$ cat config.mk
export PLATFORM = sky130hd
export DESIGN_NAME = lampfpu_exp_mul_arb
export DESIGN_NICKNAME = d
export VERILOG_FILES = /design/src/rtl/lampfpu_exp_mul_arb.sv
export SDC_FILE = /design/constraint.sdc
export NUM_CORES = 1
export LEC_CHECK = 0
export CORE_AREA = 5 5 166 152
export DETAILED_ROUTE_END_ITERATION = 8
export DIE_AREA = 0 0 171 157
export GPL_TIMING_DRIVEN = 0
export HOLD_SLACK_MARGIN = 0.08
export PLACE_DENSITY = 0.62
export SYNTH_ARGS = -nofsm -noshare
export SYNTH_HDL_FRONTEND = slang
export SYNTH_SLANG_ARGS = --single-unit
$ cat constraint.sdc
create_clock -name clk -period 3.3 [get_ports clk]
set_clock_uncertainty 0.05 [all_clocks]
set_input_delay 0.33 -clock clk [delete_from_list [all_inputs] [get_ports clk]]
set_output_delay 0.33 -clock clk [all_outputs]
set_load 0.02 [all_outputs]
$ cat src/rtl/lampfpu_exp_mul_arb.sv
// Round-robin arbiter that shares one single-cycle-latency bfloat16 multiplier
// among N_REQ requesters of the exponential unit. It tracks the one operation in
// flight and parks each result in a per-requester slot until it is consumed.
module lampfpu_exp_mul_arb #(
    parameter int N_REQ  = 4,
    parameter int OP_DW  = 50,
    parameter int RES_DW = 24
) (
    input  logic                     clk,
    input  logic                     rst,
    input  logic [N_REQ-1:0]         req_valid_i,
    output logic [N_REQ-1:0]         req_ready_o,
    input  logic [N_REQ*OP_DW-1:0]   req_op_i,
    output logic                     mul_doMul_o,
    output logic [OP_DW-1:0]         mul_op_o,
    input  logic                     mul_valid_i,
    input  logic [RES_DW-1:0]        mul_res_i,
    output logic [N_REQ-1:0]         rsp_valid_o,
    input  logic [N_REQ-1:0]         rsp_ready_i,
    output logic [N_REQ*RES_DW-1:0]  rsp_res_o,
    output logic                     busy_o,
    output logic                     err_o
);

    localparam int TW = $clog2(N_REQ);

    logic [N_REQ-1:0]  r_pending;
    logic [N_REQ-1:0]  r_slot_vld;
    logic [RES_DW-1:0] r_slot_res [N_REQ];
    logic              r_inflight_vld;
    logic [TW-1:0]     r_inflight_tag;
    logic [TW-1:0]     r_ptr;
    logic              r_err;

    logic [N_REQ-1:0]  w_elig;
    logic [N_REQ-1:0]  w_hs;
    logic              w_gnt_vld;
    logic [TW-1:0]     w_gnt_idx;
    logic [TW-1:0]     w_cand;
    logic [TW-1:0]     w_ptr_next;

    // Eligibility looks only at registered pending, so a requester cannot be
    // re-granted in the cycle of its own response handshake. Held off in reset.
    assign w_elig = req_valid_i & ~r_pending & {N_REQ{rst}};
    assign w_hs   = r_slot_vld & rsp_ready_i;

    // Round-robin search starting at the pointer, wrapping modulo N_REQ.
    always_comb begin
        w_gnt_vld = 1'b0;
        w_gnt_idx = '0;
        w_cand    = '0;
        for (int k = 0; k < N_REQ; k++) begin
            w_cand = TW'((int'(r_ptr) + k) % N_REQ);
            if (!w_gnt_vld && w_elig[w_cand]) begin
                w_gnt_vld = 1'b1;
                w_gnt_idx = w_cand;
            end
        end
    end

    assign w_ptr_next  = TW'((int'(w_gnt_idx) + 1) % N_REQ);
    assign mul_doMul_o = w_gnt_vld;
    assign mul_op_o    = w_gnt_vld ? req_op_i[w_gnt_idx*OP_DW +: OP_DW] : '0;
    assign rsp_valid_o = r_slot_vld;
    assign busy_o      = (|r_pending) | r_inflight_vld;
    assign err_o       = r_err;

    // Shared state: in-flight tracking, round-robin pointer, sticky error.
    always_ff @(posedge clk or negedge rst) begin
        if (!rst) begin
            r_inflight_vld <= 1'b0;
            r_inflight_tag <= '0;
            r_ptr          <= '0;
            r_err          <= 1'b0;
        end else begin
            r_inflight_vld <= w_gnt_vld;
            if (w_gnt_vld) begin
                r_inflight_tag <= w_gnt_idx;
                r_ptr          <= w_ptr_next;
            end
            // A result with nothing in flight, or a missing result, is a protocol error.
            if (mul_valid_i != r_inflight_vld) begin
                r_err <= 1'b1;
            end
        end
    end

    generate
        for (genvar gi = 0; gi < N_REQ; gi++) begin : g_slot
            assign req_ready_o[gi]                 = w_gnt_vld && (w_gnt_idx == TW'(gi));
            assign rsp_res_o[gi*RES_DW +: RES_DW]  = r_slot_res[gi];

            // Per-requester pending flag and result slot; a grant wins over clears.
            always_ff @(posedge clk or negedge rst) begin
                if (!rst) begin
                    r_pending[gi]  <= 1'b0;
                    r_slot_vld[gi] <= 1'b0;
                    r_slot_res[gi] <= '0;
                end else begin
                    if (w_hs[gi]) begin
                        r_slot_vld[gi] <= 1'b0;
                        r_pending[gi]  <= 1'b0;
                    end
                    if (r_inflight_vld && (r_inflight_tag == TW'(gi))) begin
                        if (mul_valid_i) begin
                            r_slot_vld[gi] <= 1'b1;
                            r_slot_res[gi] <= mul_res_i;
                        end else begin
                            // Lost result: free the requester so it can retry.
                            r_pending[gi] <= 1'b0;
                        end
                    end
                    if (w_gnt_vld && (w_gnt_idx == TW'(gi))) begin
                        r_pending[gi] <= 1'b1;
                    end
                end
            end
        end
    endgenerate

endmodule

# After elaboration in Yosys (flattened, before gate mapping)
# Cells that the tools add are included.
# op_classes
n_addsub,4
multipliers,1
n_lt_le_gt_ge,4
eq_ne,7
shift,1
muxes,45
bitwise_logic,5
reduce_logical,21
# ops
cell,n
indexed part select 200 x 9 -> 50 bit,1
2-to-1 mux 50 bit,1
2-to-1 mux 1 bit,36
AND 4 bit,3
< comparator 2 x 3 -> 1 bit (second input constant),4
logical AND 1 bit,11
binary-select mux 1 bit (select 2 bit),4
== test 2 bit (second input constant),4
2-to-1 mux 2 bit,4
AND reduction 2 bit,4
multiplier 2 x 5 -> 7 bit (second input constant),1
adder 2 x 1 -> 2 bit (second input constant),2
adder 2 bit (second input constant),2
== test 2 x 1 -> 1 bit (second input constant),2
zero test 2 bit,2
NOT 4 bit,1
OR reduction 4 bit,1
zero test 1 bit,3
!= test 1 bit,1
OR 1 bit,1
# totals
ff_bits,110
inputBits,235
out_inout_bits,157
word_cells,104

# Depth between registers and ports, before layout
# Gate-level depths: netlist (run 1).
# logic_depth
depth_word,18
ltp_mapped,9

# Worst setup path before layout (run 1)
# OpenSTA, ideal clock, no wires.
# synth_path
path_type,register -> output
start,reg r_pending[2]
end,out mul_op_o[23]
arrival_ns,1.856
path_slack_ns,1.064
path_stages_with_launch,9
path_buffers,3
cell_sequence,dfrtp_1 > nand2b_4 > o211a_1 > a221oi_2 > buf_4 > buf_6 > buf_6 > mux2i_1 > o22ai_1
# synth_via
elab_chain_len,18
elab_cells_between_ends,28
cone_classes,mul: 1; shift: 1; mux: 17; bitwise: 3; reduce/logical: 6
# synth_lines
element,line_no,source
from (decl),27,logic [N_REQ-1:0] r_pending;
"from (signal, indexed assignment)",96,r_pending[gi] <= 1'b0;
"from (signal, indexed assignment)",102,r_pending[gi] <= 1'b0;
"from (signal, indexed assignment)",110,r_pending[gi] <= 1'b0;
NOT 4 bit *,44,assign w_elig = req_valid_i & ~r_pending & {N_REQ{rst}};
AND 4 bit * (2 in series),44,
binary-select mux 1 bit (select 2 bit),54,if (!w_gnt_vld && w_elig[w_cand]) begin
2-to-1 mux 1 bit (not written as such),54,
2-to-1 mux 1 bit,54,
zero test 1 bit,54,
logical AND 1 bit,54,
2-to-1 mux 1 bit,54,
zero test 1 bit,54,
logical AND 1 bit,54,
2-to-1 mux 1 bit,54,
zero test 1 bit,54,
logical AND 1 bit,54,
2-to-1 mux 2 bit,54,
multiplier 2 x 5 -> 7 bit,63,assign mul_op_o = w_gnt_vld ? req_op_i[w_gnt_idx*OP_DW +: OP_DW] : '0;
indexed part select 200 x 9 -> 50 bit,63,
2-to-1 mux 50 bit *,63,
to (decl),15,"output logic [OP_DW-1:0] mul_op_o,"
# Mark *: on every way between the ends. The rest lies on a longest branch, timed or not. The select of a mux whose other input is x is not followed.

# Final worst setup path (run 1)
# layout_path
start,reg r_pending[0]
end,out mul_op_o[27]
# Same word-level chain as after synthesis.

==> metrics.txt, run 1 <==
Power Dens Cells about 850 nW/um^2; crit-path most repeated cell buf_6; H-tree levels 3; sequential share of the synthesized area a little under half; initial DRC count about 250; fill count ~2200; Die H ~160 um; CTS tree yes; Final Cell Area 10550 um^2; Hold Fails Final Rpt 0; Rows 53; worst-path maximum fanout 10; grt total ovfl 0; worst vdd ir about 450 uV; unrepaired setup endpoints after global routing no; Initial Util around a quarter; PnR worst setup slack approximately 0.15 ns; clk buf depth 2; first-pass GRT wire length 36900 um; HP Class input pin to flip-flop; Worst setup EP type output port; Syn Area/Cell between 10 and 15 um^2; area share of the largest cell type after synthesis a little under half; Synth Cell Area 5738 um^2; Buffers on Ports slightly below 400; synth unique cells 34; Num CTS Buffers 9; Setup violations, final 0; clk sinks 110; post-route ant nets 0; wire length per cell between 20 and 25 um; CP required roughly 2.9 ns; CP Cell Sequence nand2b_1 -> nor2_1 -> nor3_1 -> a221oi_2 -> buf_4 -> buf_6 -> buf_6 -> mux2i_1 -> o22ai_1 -> dlygate4sd2_1; DP HPWL between 20000 and 25000 um; Worst Path Arrival around 2.8 ns; Worst path slowest cell dfrtp_1; Worst slew margin 50.40%; Syn Nets 700; net total in the final layout about 1100; Worst Path Buf+Inv 4; share of layout cells above drive strength 1 about a fifth; max incr delay on CP about 0.41 ns; highest-count cells in the layout ignoring fill and taps clkdlybuf4s50_1, dfrtp_1, mux2_2; CP startpoint kind flip-flop; CORE AREA between 20000 and 25000 um^2; Worst Tran Pin Value about 0.74 ns; status finished, final reports clean; top cell family by delay on the critical path buffers and inverters; placed inst area between 10000 and 15000 um^2; dpl ws -0.4158 ns; Max-Cap Viols 0; gpl congestion ~0.9; min cycle time layout about 3.2 ns; Layout area overhead 83.80%; post-synth top area cell dfrtp_1; Detailed Route WL 26320 um; I/O pin cnt between 300 and 400; max-slew violations 0; die width roughly 170 um; initial antenna violation count 2; final core occ a little under half; Clock Latency Late Sink ~0.34 ns; CP Class flip-flop to output port; die area between 20000 and 30000 um^2; drt pass-1 iters 4; ranking of synthesized cells by area dfrtp_1, mux2_2, mux2i_1, o22ai_1, clkbuf_1; Cells after Synth around 470; via count roughly 5500; YS warnings 0; fmax 317.3 MHz; hold slack ~0.39 ns; Via density around 4.6; Root Buffer clkbuf_16; commonest non-fill, non-tap cell in the layout clkdlybuf4s50_1; pin count of the biggest net entering global routing 40; vias in the first global route between 5000 and 6000; final setup TNS 0 ns; LEAKAGE around 5 nW; Residual DRC 0; Tot GR Track Use 18.29%; fraction of the cycle the final worst path needs 95.51%; Reg clk slew, reported paths approximately 0.080 ns; Synth Register Bits between 100 and 150
==> path summary, 6_finish.rpt <==
kind | from | to | slack, ns | depth (start not counted)
max in group asynchronous | rst | rsp_res_o[31] | 2.35 | 3
setup reg to reg | r_inflight_tag[1] | rsp_res_o[66] | 1.06 | 5
hold / removal | rst | r_ptr[0] | 0.39 | 4
min in group asynchronous | rst | rsp_res_o[58] | 0.56 | 4
hold reg to reg | rsp_res_o[70] | rsp_res_o[70] | 0.46 | 1
setup / recovery | r_pending[0] | mul_op_o[27] | 0.15 | 10
==> flip-flops by register name, summed over array words and instances, names as in the netlist <==
signal,cells
rsp_valid_o,4
r_pending,4
r_ptr,2
rsp_res_o,96
err_o,1
r_inflight_vld,1
r_inflight_tag,2
==> logic make-up after synthesis <==
family                 Yosys count  share of synthesized area, %
AO/OA/AOI/OAI                   67                         7.436
multiplexers                   196                         36.28
buffers and inverters           43                         4.034
AND/OR/NAND/NOR                 49                         4.274
flip-flops                     110                         47.97
==> through the flow <==
stage          instances  power [mW]
6_report            1184       9.016
5_1_grt             1182       9.485
4_1_cts             1181       9.106
3_5_place_dp        1158       8.044
3_3_place_gp        1157       8.001
2_1_floorplan        465       5.278
==> layer usage <==
metal | vias to the layer above | track usage (%) | part of all wire [%]
met3 | 18 | 4.495 | 6.5
met2 | 172 | 30.02 | 49
met5 | - | 0 | 0.027
met4 | 2 | 3.282 | 1.2
met1 | 2722 | 24.89 | 43
li1 | 2544 | - | -
==> worst reg2reg max path: stages, from the launching register on <==
cell,delay (ns)
dfrtp_1,0.37
clkbuf_1,0.18
nor2b_1,0.19
nand3_1,0.36
clkbuf_1,0.58
mux2_2,0.42
==> cell type report <==
| class | count | area, um^2 | area share [%] |
|---|---|---|---|
| Sequential cell | 110 | 2753 | 26.10 |
| Clock inverter | 7 | 72.57 | 0.6881 |
| Multi-Input combinational cell | 312 | 2790 | 26.46 |
| Clock buffer | 9 | 225.2 | 2.135 |
| Timing Repair Buffer | 399 | 4080 | 38.69 |
| Inverter | 8 | 30.03 | 0.2847 |
| Antenna cell | 2 | 5.005 | 0.04746 |
| Tap cell | 302 | 377.9 | 3.583 |
| Buffer | 35 | 212.7 | 2.017 |
==> power breakdown <==
group	internal, mW	leakage [nW]	switching, mW
registers	1.99	1.34	0.328
clock network	0.537	0.143	0.568
logic	2.75	3.58	2.85
total	5.27	5.06	3.74
==> Yosys cell counts <==
master    number
a21o_1         1
a21oi_1        2
a221oi_2       1
a31o_2         2
a32oi_1        1
and2_1         1
and3_1         1
buf_1          1
buf_2          5
buf_4          6
buf_6          3
buf_8          1
clkbuf_1      17
clkbuf_4       2
dfrtp_1      110
inv_1          7
inv_2          1
mux2_2        96
mux2i_1      100
nand2_1       17
nand2b_1       3
nand2b_4       1
nand3_1        6
nand4_1        1
nor2_1         8
nor2b_1        6
nor3_1         2
nor3_2         1
nor4_1         1
o211a_1        1
o21ai_0        6
o21ai_1        3
o22ai_1       50
or3_1          1
==> repair_timing <==
item / CTS / global route
resized for setup: 38 / 44
setup buffers: 0 / 1
gates cloned: 1 / 0
hold buffers: 6 / 0
hold endpoints to repair: 36 / 0
setup endpoints to repair: 53 / 32
No activity file was read; power rests on OpenSTA's default activity.
==> run 2: changes to the inputs <==
--- a/constraint.sdc
+++ b/constraint.sdc
@@ -3,3 +3,3 @@
 set_input_delay 0.33 -clock clk [delete_from_list [all_inputs] [get_ports clk]]
 set_output_delay 0.33 -clock clk [all_outputs]
-set_load 0.02 [all_outputs]
+set_load 0.1 [all_outputs]
==> run 2 against run 1 <==
Sequential share of layout area grew 0.54 points. Register-to-register slack lost 0.03 ns. Wire length is essentially flat. Via count grew 0.27%. Die area is the same. Non-clock buffer count shrank 1. Critical path type unchanged. Fmax grew 0.97%.
==> metrics.txt, run 2 (synthesis results as in run 1) <==
Initial Util between 20 and 25%; worst-path maximum fanout 10; gpl congestion roughly 0.87; DP HPWL approximately 21000 um; Max-Cap Viols 0; Hold Fails Final Rpt 0; R2R Path End rsp_res_o[64]; Final Cell Area about 10000 um^2; clk buf depth 2; Detailed Route WL 26320 um; net total in the final layout 1109; drt pass-1 iters 4; Reg clk slew, reported paths 0.08 ns; Worst slew margin about 30%; vias in the first global route approximately 5600; Setup Buffers After CTS 0; Root Buffer clkbuf_16; initial DRC count 262; post-route ant nets 0; highest-count cells in the layout ignoring fill and taps clkdlybuf4s50_1, dfrtp_1, mux2i_1; hold slack roughly 0.44 ns; Hold Startpoint mul_valid_i; CP Class flip-flop to output port; Num CTS Buffers 9; Residual DRC 0; H-tree levels 3; wire length per cell about 22 um; unrepaired setup endpoints after global routing no; min cycle time layout approximately 3.1 ns; reg2reg setup slack 1.03 ns; Worst Tran Pin Value roughly 1.1 ns; Worst setup EP type output port; Hold Path Stages 3; via count 5473; Worst Path Arrival 2.74 ns; Layout area overhead 80.07%; max incr delay on CP 0.57 ns; Setup crit end req_ready_o[0]; die area between 20000 and 30000 um^2; CP required 2.92 ns; pin count of the biggest net entering global routing 40; CP startpoint kind flip-flop; grt total ovfl 0; Setup violations, final 0; initial antenna violation count 2; share of layout cells above drive strength 1 around a quarter; HP Class input pin to flip-flop; status finished, final reports clean; Worst Setup SP r_pending[0]; first-pass GRT wire length 36960 um; R2R cell count 5; die width 171 um; Worst path slowest cell clkdlybuf4s15_2; CTS tree yes; clk sinks 110; fraction of the cycle the final worst path needs between 90% and 100%; Tot GR Track Use 18.33%; Buffers on Ports between 300 and 400; placed inst area between 10000 and 15000 um^2; I/O pin cnt 392; final core occ between 40% and 50%; Via density between 4 and 5; max-slew violations 0; CP Cell Sequence nand2b_1 -> nor2_1 -> nor3_1 -> a221oi_2 -> buf_4 -> buf_6 -> buf_6 -> inv_2 -> nor2_1 -> clkdlybuf4s15_2; Clock Latency Late Sink roughly 0.34 ns; CORE AREA 23140 um^2; Rows 53; reg-to-reg startpoint r_inflight_tag[1]; max FFs per register 96; Die H between 150 and 200 um; commonest non-fill, non-tap cell in the layout clkdlybuf4s50_1; fmax 320.4 MHz
run 2: changes by cell type in the layout (fill, tap and decap cells not counted), moves of 3 or more:
cell             change
buf_2               +27
clkbuf_4            +10
clkdlybuf4s15_2     +12
clkdlybuf4s50_1      -3
dlygate4sd2_1       -23
dlymetal6s2s_1      -23
mux2i_1              +7
mux2i_2              -7
run 2: cell type report:
class | count | area [um^2]
Multi-Input combinational cell | 312 | 2760
Sequential cell | 110 | 2753
Clock inverter | 7 | 72.57
Inverter | 8 | 30.03
Timing Repair Buffer | 398 | 3895
Fill cell | 2259 | 12810
Buffer | 35 | 214.0
Tap cell | 302 | 377.9
Clock buffer | 9 | 225.2
Antenna cell | 2 | 5.005
run 2: how the worst min path moves through the flow:
stage / endpoint / slack (ns)
after floorplan: err_o / -0.02
after CTS: err_o / 0.41
after global placement: err_o / 0.43
after detailed placement: rsp_res_o[58] / 0.21
final: err_o / 0.44
after global routing: rsp_res_o[38] / 0.47
run 2: what timing repair did:
item	in CTS	in global routing
hold endpoints to repair	36	0
hold buffers	6	0
gates cloned	1	0
resized for setup	199	74
endpoints found under the setup margin	54	46
run 2: routing by layer:
| layer | vias to the layer above | wire, um | global-route usage (%) |
|---|---|---|---|
| met1 | 2746 | 11440 | 25.06 |
| met4 | 2 | 309 | 3.282 |
| met2 | 166 | 12990 | 30.04 |
| met3 | 18 | 1581 | 4.420 |
| li1 | 2541 | - | - |
| met5 | - | 7 | 0 |
run 2: critical path, delay by kind of cell, from the launching register on:
family | cells | cell delay (ns)
DFF | 1 | 0.40
and+or+nand+nor | 4 | 0.47
AOI/OAI and AO/OA | 1 | 0.28
buffers and inverters | 5 | 1.24
run 2: metrics by stage:
| stage | setup TNS [ns] | std cells | setup WS [ns] |
|---|---|---|---|
| final | 0 | 1183 | 0.1785 |
| after global routing | 0 | 1181 | 0.0003797 |
| after CTS | -0.05407 | 1181 | -0.05407 |
| after detailed placement | -38.82 | 1158 | -0.8459 |
| after global placement | -608.74 | 1157 | -5.304 |
| after floorplan | -26.71 | 465 | -0.5318 |
Power of run 2 is left out: the tool's default activity adds up to more than one toggle a clock period on the data nets, which glitch-free logic cannot reach.
==> run 3: changes to the inputs <==
- CORE_AREA: 5 5 166 152 -> 5 5 147 149
- DIE_AREA: 0 0 171 157 -> 0 0 152 154
- PLACE_DENSITY: 0.62 -> 0.69
==> run 3 against run 2 <==
Final area decreased by 0.96%. Count of clock-buffer cells in the layout unchanged. Final cell count down 3.0%. First-iteration DRC count grew 9.5%. Fmax decreased by 1.9%. Via count is 0.48% higher. Sequential share of layout area increased by 0.26 points. Register-to-register slack about the same. Non-clock buffer count down 5. Wire length down 7.4%. Core utilization is 6.4 points higher.
==> metrics.txt, run 3 (synthesis results as in run 1) <==
status finished, final reports clean; reg2reg setup slack around 1.0 ns; Hold Startpoint rst; met2 WL about 12000 um; Clock Latency Late Sink between 0.3 and 0.4 ns; H-tree levels 3; HP Class input pin to flip-flop; clk sinks 110; Detailed Route WL 24370 um; commonest non-fill, non-tap cell in the layout clkdlybuf4s50_1; clk buf depth 2; Worst Path Arrival between 2 and 3 ns; Max-Cap Viols 0; CP required 2.92 ns; Root Buffer clkbuf_16; met1 wire length around 10000 um; via count between 5000 and 6000; fraction of the cycle the final worst path needs a little over nine tenths; grt total ovfl 0; Via density between 4 and 5; max FFs per register 96; Final Cell Area approximately 10000 um^2; wire length per cell 21.23 um; DP HPWL 19630 um; Worst Setup SP r_pending[0]; Hold Fails Final Rpt 0; Worst setup EP type output port; met3 routed WL around 1500 um; Buffers on Ports 390; min cycle time layout approximately 3.2 ns; CP startpoint kind flip-flop; net total in the final layout approximately 1100; Worst Tran Pin Value about 1.0 ns; vias in the first global route 5651; first-pass GRT wire length approximately 36000 um; fill count roughly 1900; Setup violations, final 0; post-route ant nets 0; Die H between 150 and 200 um; Worst slew margin about 30%; gpl congestion around 0.91; Layout area overhead 78.35%; CTS tree yes; Top Layer Used met4; initial antenna violation count 2; die area ~23000 um^2; highest-count cells in the layout ignoring fill and taps clkdlybuf4s50_1, dfrtp_1, mux2i_1; die width approximately 150 um; Num CTS Buffers 9; reg-to-reg startpoint r_inflight_tag[1]; Initial Util 28.63%; Reg clk slew, reported paths ~0.070 ns; drt pass-1 iters 4; CORE AREA approximately 20000 um^2; fmax about 310 MHz; Tot GR Track Use 19.75%; worst-path maximum fanout 10; initial DRC count between 200 and 300; Residual DRC 0; Rows 52; CP Class flip-flop to output port; unrepaired setup endpoints after global routing no; pin count of the biggest net entering global routing 80; max-slew violations 0; share of layout cells above drive strength 1 23.23%; I/O pin cnt slightly below 400; placed inst area 10010 um^2
==> run 3: worst max-delay path: stages, from the launching register on <==
cell and delay (ns):
dfrtp_1 0.40, nand2b_1 0.19, nor2_1 0.11, nor3_1 0.08
a221oi_2 0.27, buf_4 0.21, buf_6 0.20, mux2i_1 0.37
o22ai_1 0.13, clkdlybuf4s15_2 0.48
==> run 3: final timing paths <==
kind	depth (start not counted)	endpoint
hold reg to reg	1	err_o
min in group asynchronous	3	rsp_res_o[76]
setup / recovery	9	mul_op_o[1]
hold / removal	4	r_inflight_tag[1]
setup reg to reg	5	rsp_res_o[62]
max in group asynchronous	3	rsp_res_o[67]
==> run 3: stage by stage <==
step	utilization, %	setup slack, ns	cells	hold WS [ns]	setup TNS [ns]
floorplan	-	-0.5318	465	-0.01559	-26.71
CTS	51.90	-0.04878	1144	0.3307	-0.05628
global route	51.04	0.004162	1146	0.3649	0
finish	51.07	0.1166	1148	0.3428	0
detailed placement	49.94	-0.6669	1126	0.1973	-29.19
global placement	49.80	-5.176	1125	0.4116	-591.00
==> run 3: layout make-up <==
cell class                      count  area (um^2)  share of cell area (%)
Tap cell                          270        337.8                   3.301
Multi-Input combinational cell    312         2756                   26.93
Clock buffer                        9        225.2                   2.201
Timing Repair Buffer              393         3826                   37.39
Antenna cell                        4        10.01                 0.09781
Buffer                             35        214.0                   2.091
Inverter                            8        30.03                  0.2934
Clock inverter                      7        81.33                  0.7947
Sequential cell                   110         2753                   26.90
==> run 3: repair_timing <==
action / in CTS / in global routing
resized for setup: 167 / 73
setup endpoints to repair: 54 / 53
hold endpoints to repair: 31 / 0
hold buffers: 2 / 0
buffers inserted: 0 / 0
==> run 3: per-layer routing <==
layer,vias to the layer above,GRT usage [%]
met4,0,4.110
li1,2532,-
met3,24,4.918
met2,225,33.93
met5,-,0
met1,2718,25.33
Power of run 3 is left out for the same reason.
